`src/rtl/down_counter_timer_pkg.sv`:
```
// rtl/down_counter_timer_pkg.sv - shared state encodings and mode constants for the down-counter/timer
package down_counter_timer_pkg;

    // IDLE: never loaded or loaded with zero; RUN: counting; DONE: one-shot expired
    typedef enum logic [1:0] {
        ST_IDLE = 2'b00,
        ST_RUN  = 2'b01,
        ST_DONE = 2'b10
    } state_t;

    localparam logic MODE_ONESHOT  = 1'b0;
    localparam logic MODE_PERIODIC = 1'b1;

endpackage

```
`src/rtl/down_counter_timer_dec_borrow_chain.sv`:
```
// rtl/down_counter_timer_dec_borrow_chain.sv - gate-primitive ripple-borrow decrementer with count==1 detect
//
// Ports:
//   count   in   WIDTH  value to decrement
//   dec     out  WIDTH  count-1 (modulo 2^WIDTH)
//   is_one  out  1      high when count==1
module dec_borrow_chain #(
    parameter int WIDTH = 4
) (
    input  logic [WIDTH-1:0] count,
    output logic [WIDTH-1:0] dec,
    output logic             is_one
);

    logic [WIDTH-1:0] ncount;
    logic [WIDTH-1:0] borrow;
    logic [WIDTH-1:0] hi_zero;

    // The decrement always borrows into bit 0.
    assign borrow[0] = 1'b1;

    genvar i;
    generate
        for (i = 0; i < WIDTH; i++) begin : g_bit
            not u_inv (ncount[i], count[i]);
            xor u_diff (dec[i], count[i], borrow[i]);
            if (i > 0) begin : g_borrow
                // Borrow ripples upward through every zero bit below.
                and u_brw (borrow[i], borrow[i-1], ncount[i-1]);
            end
        end

        // hi_zero[k] is high when bits 1..k are all zero; bit 0 slot is unused.
        assign hi_zero[0] = 1'b1;
        for (i = 1; i < WIDTH; i++) begin : g_zero
            if (i == 1) begin : g_first
                and u_z (hi_zero[i], hi_zero[0], ncount[1]);
            end else begin : g_next
                and u_z (hi_zero[i], hi_zero[i-1], ncount[i]);
            end
        end
    endgenerate

    and u_one (is_one, count[0], hi_zero[WIDTH-1]);

endmodule

```
`src/rtl/down_counter_timer.sv`:
```
// rtl/down_counter_timer.sv - loadable down-counter/timer with one-shot and periodic modes
//
// Ports:
//   clk       in   1      rising-edge clock
//   rst       in   1      synchronous reset, active-high
//   en        in   1      count enable, one decrement per enabled cycle
//   load      in   1      load strobe, captures load_val and mode
//   load_val  in   WIDTH  start/reload value
//   mode      in   1      0 = one-shot, 1 = periodic; sampled only on load
//   count     out  WIDTH  current count
//   tc        out  1      one-cycle terminal-count pulse
//   busy      out  1      high while counting
module down_counter_timer
    import down_counter_timer_pkg::*;
#(
    parameter int WIDTH = 4
) (
    input  logic             clk,
    input  logic             rst,
    input  logic             en,
    input  logic             load,
    input  logic [WIDTH-1:0] load_val,
    input  logic             mode,
    output logic [WIDTH-1:0] count,
    output logic             tc,
    output logic             busy
);

    state_t           state_q, state_d;
    logic [WIDTH-1:0] count_q, count_d;
    logic [WIDTH-1:0] reload_q, reload_d;
    logic             mode_q, mode_d;
    logic             tc_q, tc_d;
    logic             busy_q;

    logic [WIDTH-1:0] dec;
    logic             is_one;

    dec_borrow_chain #(.WIDTH(WIDTH)) u_dec (
        .count  (count_q),
        .dec    (dec),
        .is_one (is_one)
    );

    always_ff @(posedge clk) begin
        if (rst) begin
            state_q  <= ST_IDLE;
            count_q  <= '0;
            reload_q <= '0;
            mode_q   <= MODE_ONESHOT;
            tc_q     <= 1'b0;
            busy_q   <= 1'b0;
        end else begin
            state_q  <= state_d;
            count_q  <= count_d;
            reload_q <= reload_d;
            mode_q   <= mode_d;
            tc_q     <= tc_d;
            // busy tracks the next state so it falls together with the one-shot tc.
            busy_q   <= (state_d == ST_RUN);
        end
    end

    always_comb begin
        state_d  = state_q;
        count_d  = count_q;
        reload_d = reload_q;
        mode_d   = mode_q;
        tc_d     = 1'b0;

        if (load) begin
            // load wins over en: no decrement in the load cycle
            count_d  = load_val;
            reload_d = load_val;
            mode_d   = mode;
            state_d  = (load_val != '0) ? ST_RUN : ST_IDLE;
        end else if (state_q == ST_RUN && en) begin
            if (is_one) begin
                tc_d = 1'b1;
                if (mode_q == MODE_PERIODIC) begin
                    count_d = reload_q;
                end else begin
                    count_d = '0;
                    state_d = ST_DONE;
                end
            end else begin
                count_d = dec;
            end
        end
    end

    assign count = count_q;
    assign tc    = tc_q;
    assign busy  = busy_q;

endmodule

```
`config.mk`:
```
export PLATFORM = sky130hd
export DESIGN_NAME = down_counter_timer
export DESIGN_NICKNAME = d
export VERILOG_FILES = /design/src/rtl/down_counter_timer_pkg.sv /design/src/rtl/down_counter_timer_dec_borrow_chain.sv /design/src/rtl/down_counter_timer.sv
export SDC_FILE = /design/constraint.sdc
export NUM_CORES = 1
export LEC_CHECK = 0
export CAP_MARGIN = 40
export CORE_AREA = 3 3 40 42
export CTS_CLUSTER_DIAMETER = 50
export DETAILED_ROUTE_END_ITERATION = 12
export DIE_AREA = 0 0 43 45
export DONT_BUFFER_PORTS = 1
export GPL_TIMING_DRIVEN = 0
export SLEW_MARGIN = 0
export SYNTH_ARGS = -nofsm -noshare
export SYNTH_HDL_FRONTEND = slang
export SYNTH_SLANG_ARGS = --single-unit
export TNS_END_PERCENT = 5
```
`constraint.sdc`:
```
create_clock -name clk -period 3.4 [get_ports clk]
set_input_delay 0.34 -clock clk [delete_from_list [all_inputs] [get_ports clk]]
set_output_delay 0.34 -clock clk [all_outputs]
set_load 0.02 [all_outputs]
```
==> impl_metrics.env, run 1 <==
export IMPL_clock_root_buffer="clkbuf_4"
export IMPL_clock_fmax_ghz=0.592
export IMPL_p_leak_uw=0.000236
export IMPL_clk_pin_slew_ns=0.08
export IMPL_layout_nets=80
export IMPL_layout_commonest_cell="dfxtp_1"
export IMPL_finalHoldWorstSlack_ns=0.208
export IMPL_synthToLayoutAreaGrowth_pct=7.53
export IMPL_ctsHoldBuffers=0
export IMPL_worst_pin_slew_ns=0.622
export IMPL_gp_congestion=0.698
export IMPL_fp_row_count=13
export IMPL_grt_pass1_wl_mm=2.01
export IMPL_finalSetupViolCount=0
export IMPL_cts_buffer_depth=2
export IMPL_rr_startpoint="count[0]"
export IMPL_final_antenna_net_count=0
export IMPL_die_x_um=43
export IMPL_io_pins=15
export IMPL_die_area_sq_um=1940
export IMPL_grt_usage_pct=14.2
export IMPL_outcome="finished, final reports clean"
export IMPL_rr_endpoint="count[1]"
export IMPL_drive_gt1_share_pct=10.3
export IMPL_worstSkewPairLatency_ns=0.28
export IMPL_start_util_pct=46.5
export IMPL_worstPathArrival_ns=1.89
export IMPL_cts_setup_buffers=0
export IMPL_hold_path_startpoint="mode"
export IMPL_drc=0
export IMPL_drtIter0Drc=19
export IMPL_use_met2_pct=18.9
export IMPL_max_cap_violations=0
export IMPL_dr_pass1_iters=4
export IMPL_met1_usage_pct=18.0
export IMPL_reg2reg_slack_ns=1.71
export IMPL_fillers=122
export IMPL_via_per_inst=5.69
export IMPL_first_global_vias=476
export IMPL_top_usage_layer="met2"
export IMPL_cts_buffers=3
export IMPL_grt_util_met3_pct=5.98
export IMPL_required_ns=3.60
export IMPL_syn_num_nets=75
export IMPL_power_density_nw_per_um2=488
export IMPL_htree_levels=1
export IMPL_multiInputGateArea_sq_um=319
export IMPL_crit_type="reg2reg"
export IMPL_crit_path_end_kind="register"
export IMPL_yosysWarnings=0
export IMPL_finalWirelength_mm=1.18
export IMPL_antenna_found_initial=0
export IMPL_setup_worst_path_start="count[0]"
export IMPL_portBuffers=0
export IMPL_ir_drop_v=0.000235
export IMPL_startpoint_type="register"
export IMPL_synth_cells=64
export IMPL_yosysSeqAreaShare_pct=43.5
export IMPL_ctsResizeCount=0
export IMPL_min_period_over_period_pct=49.7
export IMPL_drt_wirelength_per_cell_um=14.2
export IMPL_total_power_uw=314
export IMPL_synth_cell_type_count=26
export IMPL_dp_hpwl_um=881
export IMPL_maxSlewViolCount=0
export IMPL_hold_violations=0
export IMPL_num_vias=472
export IMPL_grt_setup_unrepaired="false"
export IMPL_cts_tree="yes"
export IMPL_fp_dieH_um=45
export IMPL_coreArea_sq_um=1280
export IMPL_synth_seq_cells=13
export IMPL_slew_limit_headroom_pct=57.9
export IMPL_gr_total_overflow=0
export IMPL_antenna_cells=0
export IMPL_hold_path_end="mode_q"
export IMPL_syn_area_sq_um=598
export IMPL_mostFrequentLayoutCells="dfxtp_1 (13), nand2_1 (8), nor2_1 (4), o22ai_1 (4)"
export IMPL_r2r_cells=3
export IMPL_clock_sinks=13
export IMPL_fin_worst_skew_ns=0.00358
export IMPL_hp_class="in2reg"
export IMPL_avgSynthCellArea_sq_um=9.34
export IMPL_period_needed_ns=1.69
export IMPL_cp_max_fo=5
export IMPL_finalSetupTns_ns=0
export IMPL_seq_area_sq_um=260
export IMPL_grt_max_degree=11
export IMPL_hold_depth=2
-- cells in the mapped netlist, drive strengths merged --
cell | count | area (sq um)
dfxtp | 13 | 260
nand2 | 8 | 30.0
nor2 | 4 | 15.0
o22ai | 4 | 25.0
a21oi | 3 | 15.0
inv | 3 | 11.3
mux2 | 3 | 37.5
nand2b | 3 | 18.8
clkbuf | 2 | 7.51
ha | 2 | 25.0
mux2i | 2 | 20.0
nand3b | 2 | 15.0
o21ai | 2 | 10.0
o31a | 2 | 17.5
a22oi | 1 | 7.51
a311oi | 1 | 8.76
and3b | 1 | 8.76
nor2b | 1 | 6.26
nor3 | 1 | 5.00
nor4b | 1 | 8.76
o21a | 1 | 7.51
o31ai | 1 | 7.51
or4 | 1 | 7.51
or4b | 1 | 13.8
xnor2 | 1 | 8.76
-- metrics by stage --
stage	setup WS, ns	cell area [sq um]	instances	utilization, %
6_report	1.71	643	83	50.0
3_3_place_gp	1.69	617	79	48.0
4_1_cts	1.72	643	83	50.0
2_1_floorplan	1.92	598	64	-
3_5_place_dp	1.74	617	79	48.0
5_1_grt	1.60	643	83	50.0
-- critical path: stages (launching register included) --
cell,delay [ns]
dfxtp_1,0.49
nor4b_1,0.57
mux2_2,0.41
o22ai_1,0.15
-- how the worst max path moves through the flow --
stage / to / slack, ns / cells after the start
finish: count[1] / 1.71 / 3
global route: count[1] / 1.60 / 3
CTS: count[2] / 1.72 / 3
detailed placement: count[2] / 1.74 / 3
global placement: count[1] / 1.69 / 3
floorplan: count[3] / 1.92 / 6
-- state kept, by name, summed over array words and instances, names as in the netlist --
name      flops
count         4
state_q       2
busy          1
tc            1
reload_q      4
mode_q        1
-- power breakdown --
part	internal, uW	switching (uW)
Sequential	161	13.1
Clock	45.6	52.4
Combinational	22.5	19.3
Total	229	84.8
-- cell type report --
| cell class | count | share of cell area (%) |
|---|---|---|
| Clock buffer | 4 | 4.09 |
| Multi-Input combinational cell | 46 | 49.6 |
| Inverter | 3 | 1.75 |
| Buffer | 2 | 1.17 |
| Sequential cell | 13 | 40.5 |
| Tap cell | 15 | 2.92 |
-- cell families (layout without fill, tap and decap cells) --
| group | after synthesis | in the layout | share of synthesized area (%) |
|---|---|---|---|
| AOI/OAI and AO/OA | 15 | 15 | 16.5 |
| DFF | 13 | 13 | 43.5 |
| and+or+nand+nor | 23 | 23 | 21.5 |
| adders and majority gates | 2 | 2 | 4.18 |
| buffers and inverters | 5 | 9 | 3.14 |
| xor gates and xnor gates | 1 | 1 | 1.46 |
| muxes | 5 | 5 | 9.62 |
-- layer usage --
| layer | wire length [um] | vias to the layer above | share of wire [%] |
|---|---|---|---|
| met2 | 465 | 14 | 39 |
| met3 | 69 | 5 | 5.8 |
| li1 | - | 240 | - |
| met5 | 0 | - | 0 |
| met1 | 606 | 213 | 51 |
| met4 | 38 | 0 | 3.2 |
Note: power is estimated with default switching activity, not from simulation.
==> run 2, diff against run 1 <==
clock period = 1.45 ns   (was 3.4 ns; I/O delays follow)
==> run 2 against run 1 <==
  * The run now ends with setup timing left
  * Worst setup slack worse by 1.7 ns
  * Non-clock buffer count stayed put
  * Maximum frequency grew 14%
  * Die area stayed put
  * Via count did not move
  * Sequential power increased by 140%
  * First-iteration DRC count is 68% lower
  * Clock-buffer cell count unchanged
  * Critical path type unchanged
  * Largest power group unchanged
==> impl_metrics.env, run 2 (same netlist as run 1, synthesis figures left out) <==
export IMPL_outcome="finished with violations"
export IMPL_violations="setup timing"
export IMPL_clock_root_buffer="clkbuf_4"
export IMPL_num_vias=472
export IMPL_drtIter0Drc=6
export IMPL_grt_usage_pct=15.4
export IMPL_cts_buffer_depth=2
export IMPL_slew_limit_headroom_pct=70.3
export IMPL_final_antenna_net_count=0
export IMPL_cts_buffers=3
export IMPL_hold_path_startpoint="mode"
export IMPL_die_area_sq_um=1940
export IMPL_crit_type="reg2reg"
export IMPL_worstPathArrival_ns=1.68
export IMPL_final_util_pct=52.8
export IMPL_clock_fmax_ghz=0.676
export IMPL_layout_commonest_cell="dfxtp_1"
export IMPL_worstSkewPairLatency_ns=0.28
export IMPL_fin_cells=83
export IMPL_hold_depth=2
export IMPL_drive_gt1_share_pct=22.1
export IMPL_first_global_vias=489
export IMPL_dpl_cell_count=79
export IMPL_antenna_cells=0
export IMPL_layout_nets=80
export IMPL_max_cap_violations=0
export IMPL_power_density_nw_per_um2=1090
export IMPL_ir_drop_v=0.000431
export IMPL_cts_setup_buffers=0
export IMPL_rr_endpoint="count[3]"
export IMPL_cp_max_fo=4
export IMPL_gp_congestion=0.714
export IMPL_die_x_um=43
export IMPL_min_period_over_period_pct=102
export IMPL_grt_pass1_wl_mm=2.10
export IMPL_dr_pass1_iters=4
export IMPL_clock_sinks=13
export IMPL_io_pins=15
export IMPL_htree_levels=1
export IMPL_r2r_cells=3
export IMPL_portBuffers=0
export IMPL_coreArea_sq_um=1280
export IMPL_crit_path_end_kind="register"
export IMPL_mostFrequentLayoutCells="dfxtp_1 (9), nand2_1 (8), nor2_1 (4), dfxtp_4 (4)"
export IMPL_antenna_found_initial=0
export IMPL_start_util_pct=46.5
export IMPL_via_per_inst=5.69
export IMPL_reg2reg_slack_ns=-0.03
export IMPL_grt_setup_unrepaired="true"
export IMPL_preCtsSetupSlack_ns=-0.215
export IMPL_gr_total_overflow=0
export IMPL_hold_violations=0
export IMPL_drc=0
export IMPL_startpoint_type="register"
export IMPL_cts_tree="yes"
export IMPL_maxSlewViolCount=0
export IMPL_layout_setup_ws_ns=-0.0288
export IMPL_finalWirelength_mm=1.23
export IMPL_dp_hpwl_um=880
export IMPL_finalSetupViolCount=1
export IMPL_grt_max_degree=11
export IMPL_worst_pin_slew_ns=0.446
export IMPL_hold_path_end="mode_q"
export IMPL_hp_class="in2reg"
export IMPL_clk_pin_slew_ns=0.08
export IMPL_fin_worst_skew_ns=0.00521
export IMPL_drt_wirelength_per_cell_um=14.8
export IMPL_p_leak_uw=0.000241
export IMPL_period_needed_ns=1.48
export IMPL_rr_startpoint="count[1]"
export IMPL_required_ns=1.65
export IMPL_synthToLayoutAreaGrowth_pct=13.4
export IMPL_fp_dieH_um=45
export IMPL_ctsHoldBuffers=0
export IMPL_fp_row_count=13
[run 2: cell counts in the layout (fill, tap and decap cells not counted)]
Identical to the previous run, type by type.
[run 2: layout make-up]
class | count | area (sq um)
fillers | 123 | 607
multi-input cells | 46 | 339
well taps | 15 | 18.8
plain buffers | 2 | 7.51
inverters | 3 | 11.3
flip-flops and latches | 13 | 275
clock buffers | 4 | 26.3
[run 2: metrics by stage]
stage,setup TNS [ns],cell area [sq um],hold WS [ns],power [uW]
2_1_floorplan,-0.0458,599,0.292,496
3_3_place_gp,-0.863,618,0.297,515
3_5_place_dp,-0.867,618,0.305,515
4_1_cts,-0.0417,669,0.00483,745
5_1_grt,-0.156,678,0.0298,782
6_report,-0.0288,678,0.00866,739
[run 2: worst max-delay path by stage]
stage,slack (ns),depth (start not counted),to,start
after floorplan,-0.02,6,count[3],count[1]
after global placement,-0.24,3,count[1],count[3]
after detailed placement,-0.21,3,count[1],count[3]
after CTS,-0.04,3,count[3],count[2]
after global routing,-0.07,3,count[3],count[1]
final,-0.03,3,count[3],count[1]
[run 2: routing by layer]
metal | global-route usage (%) | wire, um | vias up | part of all wire [%]
li1 | - | - | 241 | -
met1 | 18.7 | 562 | 210 | 46
met2 | 21.6 | 542 | 16 | 44
met3 | 5.58 | 86 | 5 | 7.0
met4 | 12.7 | 41 | 0 | 3.3
met5 | 0 | 0 | - | 0
[run 2: worst max-delay path, cell delays in order (launching register included)]
cell	delay, ns
dfxtp_4	0.38
or4b_4	0.57
mux2_4	0.32
o22ai_2	0.12
[run 2: repair_timing]
action,in CTS,in global routing
pin swaps,1,1
setup endpoints to repair,7,5
resized for setup,9,2
gates cloned,0,0
[run 2: where the power goes]
| group | switching [uW] | internal (uW) | total (uW) |
|---|---|---|---|
| clock network | 120 | 107 | 227 |
| registers | 32.9 | 377 | 410 |
| logic | 47.0 | 55.5 | 102 |
